$ cat src/rtl/llc_way_select_pkg.sv
// rtl/llc_way_select_pkg.sv - shared line package: way count, PLRU word, op/kind enums
package llc_way_select_pkg;

    localparam int LINE_N_WAY = 16;

    typedef logic [LINE_N_WAY-2:0] plru_word_t;

    typedef enum logic [1:0] {
        OP_LOOKUP    = 2'd0,
        OP_PROBE     = 2'd1,
        OP_CLEAR_SET = 2'd2,
        OP_RSVD      = 2'd3
    } op_e;

    typedef enum logic [1:0] {
        KIND_HIT          = 2'd0,
        KIND_FILL_INVALID = 2'd1,
        KIND_EVICT        = 2'd2,
        KIND_NONE         = 2'd3
    } kind_e;

    // Index of the lowest set bit; 0 when the vector is empty.
    function automatic logic [3:0] lowest_one(input logic [15:0] v);
        lowest_one = 4'd0;
        for (int i = 15; i >= 0; i--) begin
            if (v[i]) lowest_one = 4'(i);
        end
    endfunction

endpackage

$ cat src/rtl/llc_plru_tree.sv
// rtl/llc_plru_tree.sv - tree-PLRU update and victim walk for one set word
module llc_plru_tree
    import llc_way_select_pkg::*;
#(
    parameter int N_WAY = LINE_N_WAY
) (
    input  logic [N_WAY-2:0] word_in,
    input  logic [3:0]       upd_way,
    output logic [N_WAY-2:0] word_upd,
    output logic [3:0]       victim
);

    localparam int LVL   = $clog2(N_WAY);
    localparam int IDX_W = (N_WAY > 2) ? $clog2(N_WAY - 1) : 1;

    typedef logic [IDX_W-1:0] idx_t;

    // Point every node on the path to upd_way toward it, MSB of the way first.
    always_comb begin
        int node;
        node     = 0;
        word_upd = word_in;
        for (int i = LVL - 1; i >= 0; i--) begin
            word_upd[idx_t'(node)] = upd_way[i];
            node = 2 * node + 1 + int'(upd_way[i]);
        end
    end

    // Follow the side each node does not point to; that leaf is the victim.
    always_comb begin
        int   node;
        logic vb;
        node   = 0;
        vb     = 1'b0;
        victim = '0;
        for (int i = LVL - 1; i >= 0; i--) begin
            vb        = ~word_in[idx_t'(node)];
            victim[i] = vb;
            node      = 2 * node + 1 + int'(vb);
        end
    end

endmodule

$ cat src/rtl/llc_way_select.sv
// rtl/llc_way_select.sv - LLC way selection with per-set tree-PLRU, 2-stage pipeline
module llc_way_select
    import llc_way_select_pkg::*;
#(
    parameter int N_WAY = LINE_N_WAY,
    parameter int N_SET = 64
) (
    input  logic                     clk,
    input  logic                     rst_n,
    input  logic                     req_valid,
    output logic                     req_ready,
    input  logic [1:0]               req_op,
    input  logic [$clog2(N_SET)-1:0] req_set,
    input  logic [N_WAY-1:0]         req_hit,
    input  logic [N_WAY-1:0]         req_vld,
    output logic                     rsp_valid,
    input  logic                     rsp_ready,
    output logic [3:0]               rsp_way,
    output logic [1:0]               rsp_kind,
    output logic                     rsp_err
);

    localparam int SET_W = $clog2(N_SET);

    typedef logic [N_WAY-2:0] word_t;

    word_t              plru_mem [N_SET];

    logic               s2_valid;
    logic               s2_done;
    op_e                s2_op;
    logic [SET_W-1:0]   s2_set;
    logic [N_WAY-1:0]   s2_hit;
    logic [N_WAY-1:0]   s2_vld;
    word_t              s2_word;

    logic               accept;
    logic [N_WAY-1:0]   inv_vec;
    logic [3:0]         victim;
    logic [3:0]         sel_way;
    kind_e              sel_kind;
    logic               multi_hit;
    logic               plru_we;
    word_t              word_upd;
    word_t              wr_word;
    word_t              rd_word;

    assign req_ready = !s2_valid || rsp_ready;
    assign accept    = req_valid && req_ready;
    assign inv_vec   = ~s2_vld;

    llc_plru_tree #(.N_WAY(N_WAY)) u_tree (
        .word_in  (s2_word),
        .upd_way  (sel_way),
        .word_upd (word_upd),
        .victim   (victim)
    );

    // Pick the way: lowest hit, else lowest invalid, else the PLRU victim.
    always_comb begin
        sel_way  = 4'd0;
        sel_kind = KIND_NONE;
        if (s2_op != OP_CLEAR_SET) begin
            if (|s2_hit) begin
                sel_way  = lowest_one(16'(s2_hit));
                sel_kind = KIND_HIT;
            end else if (|inv_vec) begin
                sel_way  = lowest_one(16'(inv_vec));
                sel_kind = KIND_FILL_INVALID;
            end else begin
                sel_way  = victim;
                sel_kind = KIND_EVICT;
            end
        end
    end

    // Write once, in the first valid cycle; probes leave the word alone.
    always_comb begin
        multi_hit = |(s2_hit & (s2_hit - N_WAY'(1)));
        plru_we   = s2_valid && !s2_done && (s2_op == OP_LOOKUP || s2_op == OP_CLEAR_SET);
        wr_word   = (s2_op == OP_CLEAR_SET) ? '0 : word_upd;
        rd_word   = (plru_we && (s2_set == req_set)) ? wr_word : plru_mem[req_set];
    end

    assign rsp_valid = s2_valid;
    assign rsp_way   = s2_valid ? sel_way : 4'd0;
    assign rsp_kind  = s2_valid ? sel_kind : KIND_NONE;
    assign rsp_err   = s2_valid && multi_hit;

    // Stage register: capture the request and its (forwarded) PLRU word.
    always_ff @(posedge clk or negedge rst_n) begin
        if (!rst_n) begin
            s2_valid <= 1'b0;
            s2_done  <= 1'b0;
            s2_op    <= OP_LOOKUP;
            s2_set   <= '0;
            s2_hit   <= '0;
            s2_vld   <= '0;
            s2_word  <= '0;
        end else begin
            if (req_ready) begin
                s2_valid <= req_valid;
                s2_done  <= 1'b0;
            end else begin
                s2_done  <= 1'b1;
            end
            if (accept) begin
                s2_op   <= op_e'(req_op);
                s2_set  <= req_set;
                s2_hit  <= req_hit;
                s2_vld  <= req_vld;
                s2_word <= rd_word;
            end
        end
    end

    // PLRU storage, one word per set.
    always_ff @(posedge clk or negedge rst_n) begin
        if (!rst_n) begin
            for (int i = 0; i < N_SET; i++) plru_mem[i] <= '0;
        end else if (plru_we) begin
            plru_mem[s2_set] <= wr_word;
        end
    end

endmodule

$ cat config.mk
export PLATFORM = sky130hd
export DESIGN_NAME = llc_way_select
export DESIGN_NICKNAME = d
export VERILOG_FILES = /design/src/rtl/llc_way_select_pkg.sv /design/src/rtl/llc_plru_tree.sv /design/src/rtl/llc_way_select.sv
export SDC_FILE = /design/constraint.sdc
export NUM_CORES = 2
export LEC_CHECK = 0
export CAP_MARGIN = 15
export CELL_PAD_IN_SITES_DETAIL_PLACEMENT = 1
export CELL_PAD_IN_SITES_GLOBAL_PLACEMENT = 1
export CORE_UTILIZATION = 55
export CTS_BUF_LIST = sky130_fd_sc_hd__clkbuf_16
export DETAILED_ROUTE_END_ITERATION = 10
export MAX_ROUTING_LAYER = met4
export PLACE_DENSITY_LB_ADDON = 0.1
export SKIP_CTS_REPAIR_TIMING = 1
export SLEW_MARGIN = 20
export SYNTH_ARGS = -nofsm -noshare
export SYNTH_HDL_FRONTEND = slang
export SYNTH_SLANG_ARGS = --single-unit
export TNS_END_PERCENT = 5
$ cat constraint.sdc
create_clock -name clk -period 6.5 [get_ports clk]
set_input_delay 0.65 -clock clk [delete_from_list [all_inputs] [get_ports clk]]
set_output_delay 0.65 -clock clk [all_outputs]
set_load 0.02 [all_outputs]
---- Word level (Yosys, flattened, before mapping) ----
Cells that the tools add are included.
operators by class
  $add $sub $neg .......................... 11
  multiply operators ...................... 0
  divide/modulo/power cells ............... 0
  magnitude comparators ................... 12
  eq/ne operators ......................... 3
  shifts and indexed selects .............. 0
  muxes and demuxes ....................... 64
  bitwise operators ....................... 8
  reduce and logical (&&, ||, !) cells .... 17
operators with widths
  cell                                                               count
  bitwise mux 960 bit                                                1
  two-way mux 4 bit                                                  36
  binary-select mux 15 bit (select 6 bit)                            1
  demux 15 bit (select 6 bit)                                        1
  two-way mux 15 bit                                                 5
  OR reduction 16 bit                                                3
  bitwise mux 15 bit                                                 3
  less-than comparator 4 x 5 -> 1 bit, second input constant         6
  adder 4 x 2 -> 4 bit                                               4
  adder 4 x 2 -> 4 bit, second input constant                        4
  AND 16 bit                                                         1
  NOT 16 bit                                                         1
  subtractor 16 x 1 -> 16 bit, second input constant                 1
  greater-or-equal comparator 7 bit, second input constant           2
  NOT 6 -> 7 bit                                                     2
  binary-select mux 1 bit (select 4 bit)                             3
  demux 1 bit (select 4 bit)                                         3
  greater-or-equal comparator 4 x 1 -> 1 bit, second input constant  3
  logical AND 1 bit                                                  9
  two-way mux 2 bit                                                  4
  less-than comparator 7 x 1 -> 1 bit, second input constant         1
  two-way mux 1 bit                                                  7
  equality test 6 bit                                                1
  adder 1 x 1 -> 2 bit, first input constant                         2
  6 further kinds                                                    11
word-level totals
  register bits after elaboration ......... 1,017
  latch bits .............................. 0
  memory bits (writable) .................. 0
  bits in read-only memories .............. 0
  logic and storage cells ................. 186
  memories ................................ 0

---- Longest topological paths before layout ----
  depth after elaboration ................. 32
  mapped depth ............................ 15

---- Modules after synthesis ----
From an unflattened synthesis, not the netlist that was laid out.
unflattened totals
  cells, all modules ...................... 4,341
  area total of the unflattened synthesis .. 45,526.2 sq um
by module, submodules not included
  module          instances  cells an instance  area an instance (sq um)  sequential area each (sq um)
  llc_way_select  1          4,226              44,754.2                  25,449.4
  llc_plru_tree   1          115                772.0                     0.0

---- Worst setup path after synthesis ----
OpenSTA, ideal clock, no wires.
  path kind ............................... reg-to-reg
  from .................................... register s2_hit[2]
  to ...................................... register plru_mem[744] (netlist name)
  library setup time ...................... 0.134 ns
  arrival ................................. 3.413 ns
  data required time ...................... 6.366 ns
  slack ................................... 2.954 ns
  stages on the path, launching flop included .. 12
  buffers on the path ..................... 2
  cell sequence ........................... dfrtp_1 > clkbuf_1 > nor4_2 > nand3_2 > or2_1 > o21ai_1 > ha_1 > a211o_1 > nor3_1 > mux2i_2 > clkbuf_1 > o21ai_0
on the way
  longest elaborated chain between the ends .. 17
  elaborated cells on any way between the ends .. 31
  those cells by class .................... add/sub: 5; order compare: 6; mux: 16; reduce/logical: 4
ends and longest elaborated chain
  element                                                                                                                  RTL line                  RTL
  start: declaration                                                                                                       llc_way_select.sv:33      logic [N_WAY-1:0] s2_hit;
  start signal: assignment                                                                                                 llc_way_select.sv:110     s2_hit <= req_hit;
  two-way mux 4 bit (3 in a row)                                                                                           llc_way_select_pkg.sv:26  if (v[i]) lowest_one = 4'(i);
  two-way mux 4 bit *                                                                                                      llc_way_select.sv:64      if (|s2_hit) begin
  two-way mux 4 bit *                                                                                                      llc_way_select.sv:63      if (s2_op != OP_CLEAR_SET) begin
  adder 1 x 1 -> 2 bit                                                                                                     llc_plru_tree.sv:25       node = 2 * node + 1 + int'(upd_way[i]);
  adder 4 x 2 -> 4 bit (4 in a row)                                                                                        llc_plru_tree.sv:25
  less-than comparator 4 x 5 -> 1 bit (implied by the code) or greater-or-equal comparator 4 x 1 -> 1 bit (tied branches)  llc_plru_tree.sv:24       word_upd[idx_t'(node)] = upd_way[i];
  logical AND 1 bit (implied by the code)                                                                                  llc_plru_tree.sv:24
  two-way mux 1 bit (implied by the code)                                                                                  llc_plru_tree.sv:24
  demux 1 bit (select 4 bit)                                                                                               n/a
  bitwise mux 15 bit *                                                                                                     llc_plru_tree.sv:24
  two-way mux 15 bit *                                                                                                     llc_way_select.sv:81      wr_word = (s2_op == OP_CLEAR_SET) ? '0 : word_upd;
  bitwise mux 960 bit *                                                                                                    llc_way_select.sv:122     plru_mem[s2_set] <= wr_word;
  end signal: indexed assignment                                                                                           llc_way_select.sv:122
  end: declaration                                                                                                         llc_way_select.sv:27      word_t plru_mem [N_SET];
Every way passes the cells marked *; elsewhere a longest branch is shown, timed or not.
A chain may end at the register's enable or synchronous reset.

---- Final worst setup path ----
  from .................................... register s2_hit[8]
  to ...................................... register plru_mem[376] (netlist name)
on the way
  longest elaborated chain between the ends .. 23
  elaborated cells on any way between the ends .. 37
  those cells by class .................... add/sub: 5; order compare: 6; mux: 22; reduce/logical: 4
ends and longest elaborated chain
  element                                                                                                                  RTL line
  two-way mux 4 bit (9 in a row)                                                                                           llc_way_select_pkg.sv:26
  two-way mux 4 bit *                                                                                                      llc_way_select.sv:64
  two-way mux 4 bit *                                                                                                      llc_way_select.sv:63
  adder 1 x 1 -> 2 bit                                                                                                     llc_plru_tree.sv:25
  adder 4 x 2 -> 4 bit (4 in a row)                                                                                        llc_plru_tree.sv:25
  less-than comparator 4 x 5 -> 1 bit (implied by the code) or greater-or-equal comparator 4 x 1 -> 1 bit (tied branches)  llc_plru_tree.sv:24
  logical AND 1 bit (implied by the code)                                                                                  llc_plru_tree.sv:24
  two-way mux 1 bit (implied by the code)                                                                                  llc_plru_tree.sv:24
  demux 1 bit (select 4 bit)                                                                                               n/a
  bitwise mux 15 bit *                                                                                                     llc_plru_tree.sv:24
  two-way mux 15 bit *                                                                                                     llc_way_select.sv:81
  bitwise mux 960 bit *                                                                                                    llc_way_select.sv:122
Marks and branches as above.

==> metrics.txt <==
status completed; final setup fails 0; CP Capture Type flop; # rows 105; global-route wire length before repair 223,000 microns; Seq cells post-synth 1,017; worst-margin pin slew 1.176 ns; Max Fanout on Critical Path 49; Die Height 290.0 microns; Hold Crit Class in -> async; Die ar. 84,070 sq um; Critical Path RT 7.02 ns; Slew headroom 21.40%; via/cell ratio 6.454; first drt pass iteration count 7; Post-synth EDFFs 0; kind of critical path reg -> reg; R2R Setup Slk 1.40 ns; final wirelength 142,500 microns; # clock sinks 1,017; TritonCTS clock tree built; CTS Buf Count 107; Pwr Density 291.3 nW/um^2; worst path arrival time 5.62 ns; Final TNS setup 0 ns; Final Skew 0.02964 ns; Post-synth ARST share 100.0%; clock root buffer clkbuf_16; Synthesized Nets 4,218; dominant synthesized flop cell dfrtp_1; Reg-to-Reg Start s2_hit[8]; placed inst area 46,870 sq um; final core occ 61.43%; Total GRT Usage 35.98%; core area 82,110 sq um; RR Endpoint plru_mem[376]; post-DP HPWL 86,010 microns; cell area after layout 50,440 sq um; via count 33,640; minimum clock period 5.100 ns; Initial Util 55.54%; Clk Latency, worst-skew pair 0.70 ns; post-synthesis sequential area ratio 55.81%; initial antenna violation count 3; Die W 290.0 microns; Longest Clk Path Bufs 3; syn avg cell area 10.94 sq um; Final Total Pwr 14.69 mW; final worst setup slack 1.400 ns; Synth top area share 55.81%; synth top area cells dfrtp_1, mux4_2, nand2_1; Max Cap Violations 0; area leader, netlist dfrtp_1; period utilization 78.46%; placement-stage worst setup slack 1.489 ns; synthesized cell area 45,600 sq um; R2R cell count 11; Iter 0 DRT Violations 2,832; DR WL/cell 27.35 microns; synth warn 0; post-synthesis cell type count 72; RSZ-0062 raised after global routing false; vias in the first global route 36,330; cell count after synthesis 4,168; # DRC 0; largest net degree at the start of global routing 177; Final ANT Viol Nets 0; H-tree levels 3; final hold viol count 0; FMAX 196.1 MHz; synth-to-layout area growth 10.60%; Slew Viols, Final 0; Ports 53; number of port buffers 52; CP Launch Type flop; fraction of layout cells with a size suffix above 1 16.11%; Worst-path clk slew 0.06 ns; gp weighted congestion 0.8878; VDD IR max 0.2728 mV; Lkg Pwr 21.59 nW; total grt overflow 0; nets 4,102
==> state kept, by name, summed over array words and instances (netlist names) <==
| name | cells |
|---|---|
| s2_op | 2 |
| s2_hit | 16 |
| plru_mem | 960 |
| rsp_valid | 1 |
| s2_vld | 16 |
| s2_set | 6 |
| s2_done | 1 |
| s2_word | 15 |
==> per-stage QoR <==
stage / std cells / hold slack (ns)
5_1_grt: 5212 / 0.07831
2_1_floorplan: 4168 / 0.3544
3_5_place_dp: 5012 / 0.4648
4_1_cts: 5210 / 0.03819
6_report: 5212 / 0.01416
3_3_place_gp: 5010 / 0.4549
==> cells by family (layout without fill, tap and decap cells) <==
| kind of cell | Yosys count | count (layout) | synth area share (%) |
|---|---|---|---|
| flops | 1017 | 1017 | 55.81 |
| other cells | 0 | 1 | 0 |
| simple gates | 1364 | 1364 | 12.01 |
| compound gates | 1075 | 1075 | 12.81 |
| fa+ha+maj | 8 | 8 | 0.2085 |
| mux | 328 | 328 | 15.71 |
| xor+xnor | 6 | 6 | 0.1152 |
| buf+inv | 370 | 343 | 3.339 |
==> cells in the final DEF, fill, tap and decap left out, types with 30 or more instances in the layout <==
cell type / synthesis / final
buf_4: 2 / 65
nor2_1: 32 / 30
inv_1: 16 / 36
nand3_1: 77 / 77
clkbuf_16: 0 / 110
nand2_1: 1167 / 1142
o21ai_2: 60 / 60
clkdlybuf4s50_1: 0 / 46
mux4_2: 304 / 304
o21ai_1: 143 / 143
dfrtp_1: 1017 / 1017
o21ai_0: 785 / 785
==> where the power goes <==
part / total (mW) / internal, mW / switching [mW]
Sequential: 6.96 / 6.69 / 0.266
Clock: 6.16 / 3.50 / 2.66
Combinational: 1.58 / 0.533 / 1.05
==> area by class of cell <==
cell class                 instances  area (sq um)
sequential                      1017         25450
multi-input combinational       2781         18820
timing repair buffer             129          1294
clock buffer                     110          2753
clock inverter                    88         719.4
antenna                            1         2.502
inverter                          16         60.06
fill                            8342         31670
tap                             1070          1339
==> critical path: stages (launching register included) <==
cell and delay (ns):
dfrtp_1 0.44, nor4_1 0.56, nand4_1 0.25, or2_1 0.31, o21ai_1 0.62, ha_1 0.43, a211oi_1 0.73, nor2_1 0.09
a2bb2oi_1 0.19, a31oi_4 0.44, buf_4 0.59, o21ai_0 0.20
==> cells in the mapped netlist, drive strengths merged (2+ instances only) <==
| cell | number |
|---|---|
| nand2 | 1167 |
| dfrtp | 1017 |
| o21ai | 988 |
| mux4 | 304 |
| clkbuf | 270 |
| buf | 84 |
| nand3 | 78 |
| nor2 | 35 |
| mux2i | 22 |
| a21oi | 17 |
| nor3 | 17 |
| inv | 16 |
| o211ai | 14 |
| nand2b | 11 |
| nor2b | 11 |
| a31oi | 9 |
| nand4 | 7 |
| a22oi | 6 |
| and2 | 6 |
| ha | 6 |
| nor4 | 6 |
| or2 | 6 |
| o21a | 5 |
| or3 | 5 |
| xor2 | 5 |
| and3 | 4 |
| a211oi | 3 |
| a221o | 3 |
| a311oi | 3 |
| and4 | 3 |
| nor3b | 3 |
| o21bai | 3 |
| o311ai | 3 |
| o31ai | 3 |
| a221oi | 2 |
| a41oi | 2 |
| and3b | 2 |
| maj3 | 2 |
| mux2 | 2 |
| nand3b | 2 |
| o22ai | 2 |
| o32ai | 2 |
==> per-layer routing <==
layer  vias up  track usage [%]  share of wire, %
met3       339            5.339               5.8
li1      14380                -                 -
met2      1129            57.02                49
met1     17790            46.83                41
met5         -                -                 0
met4         0            15.28               4.5
==> worst max path at each step <==
| stage | slack [ns] | end | cells past startpoint | startpoint |
|---|---|---|---|---|
| after floorplan | 2.95 | plru_mem[744] | 11 | s2_hit[2] |
| after global routing | 1.02 | plru_mem[376] | 11 | s2_hit[8] |
| after CTS | 1.42 | plru_mem[31] | 11 | s2_hit[8] |
| after global placement | 1.73 | plru_mem[868] | 10 | s2_hit[8] |
| final | 1.40 | plru_mem[376] | 11 | s2_hit[8] |
| after detailed placement | 1.49 | plru_mem[301] | 11 | s2_hit[8] |
Power figures use the tool's default switching activity.
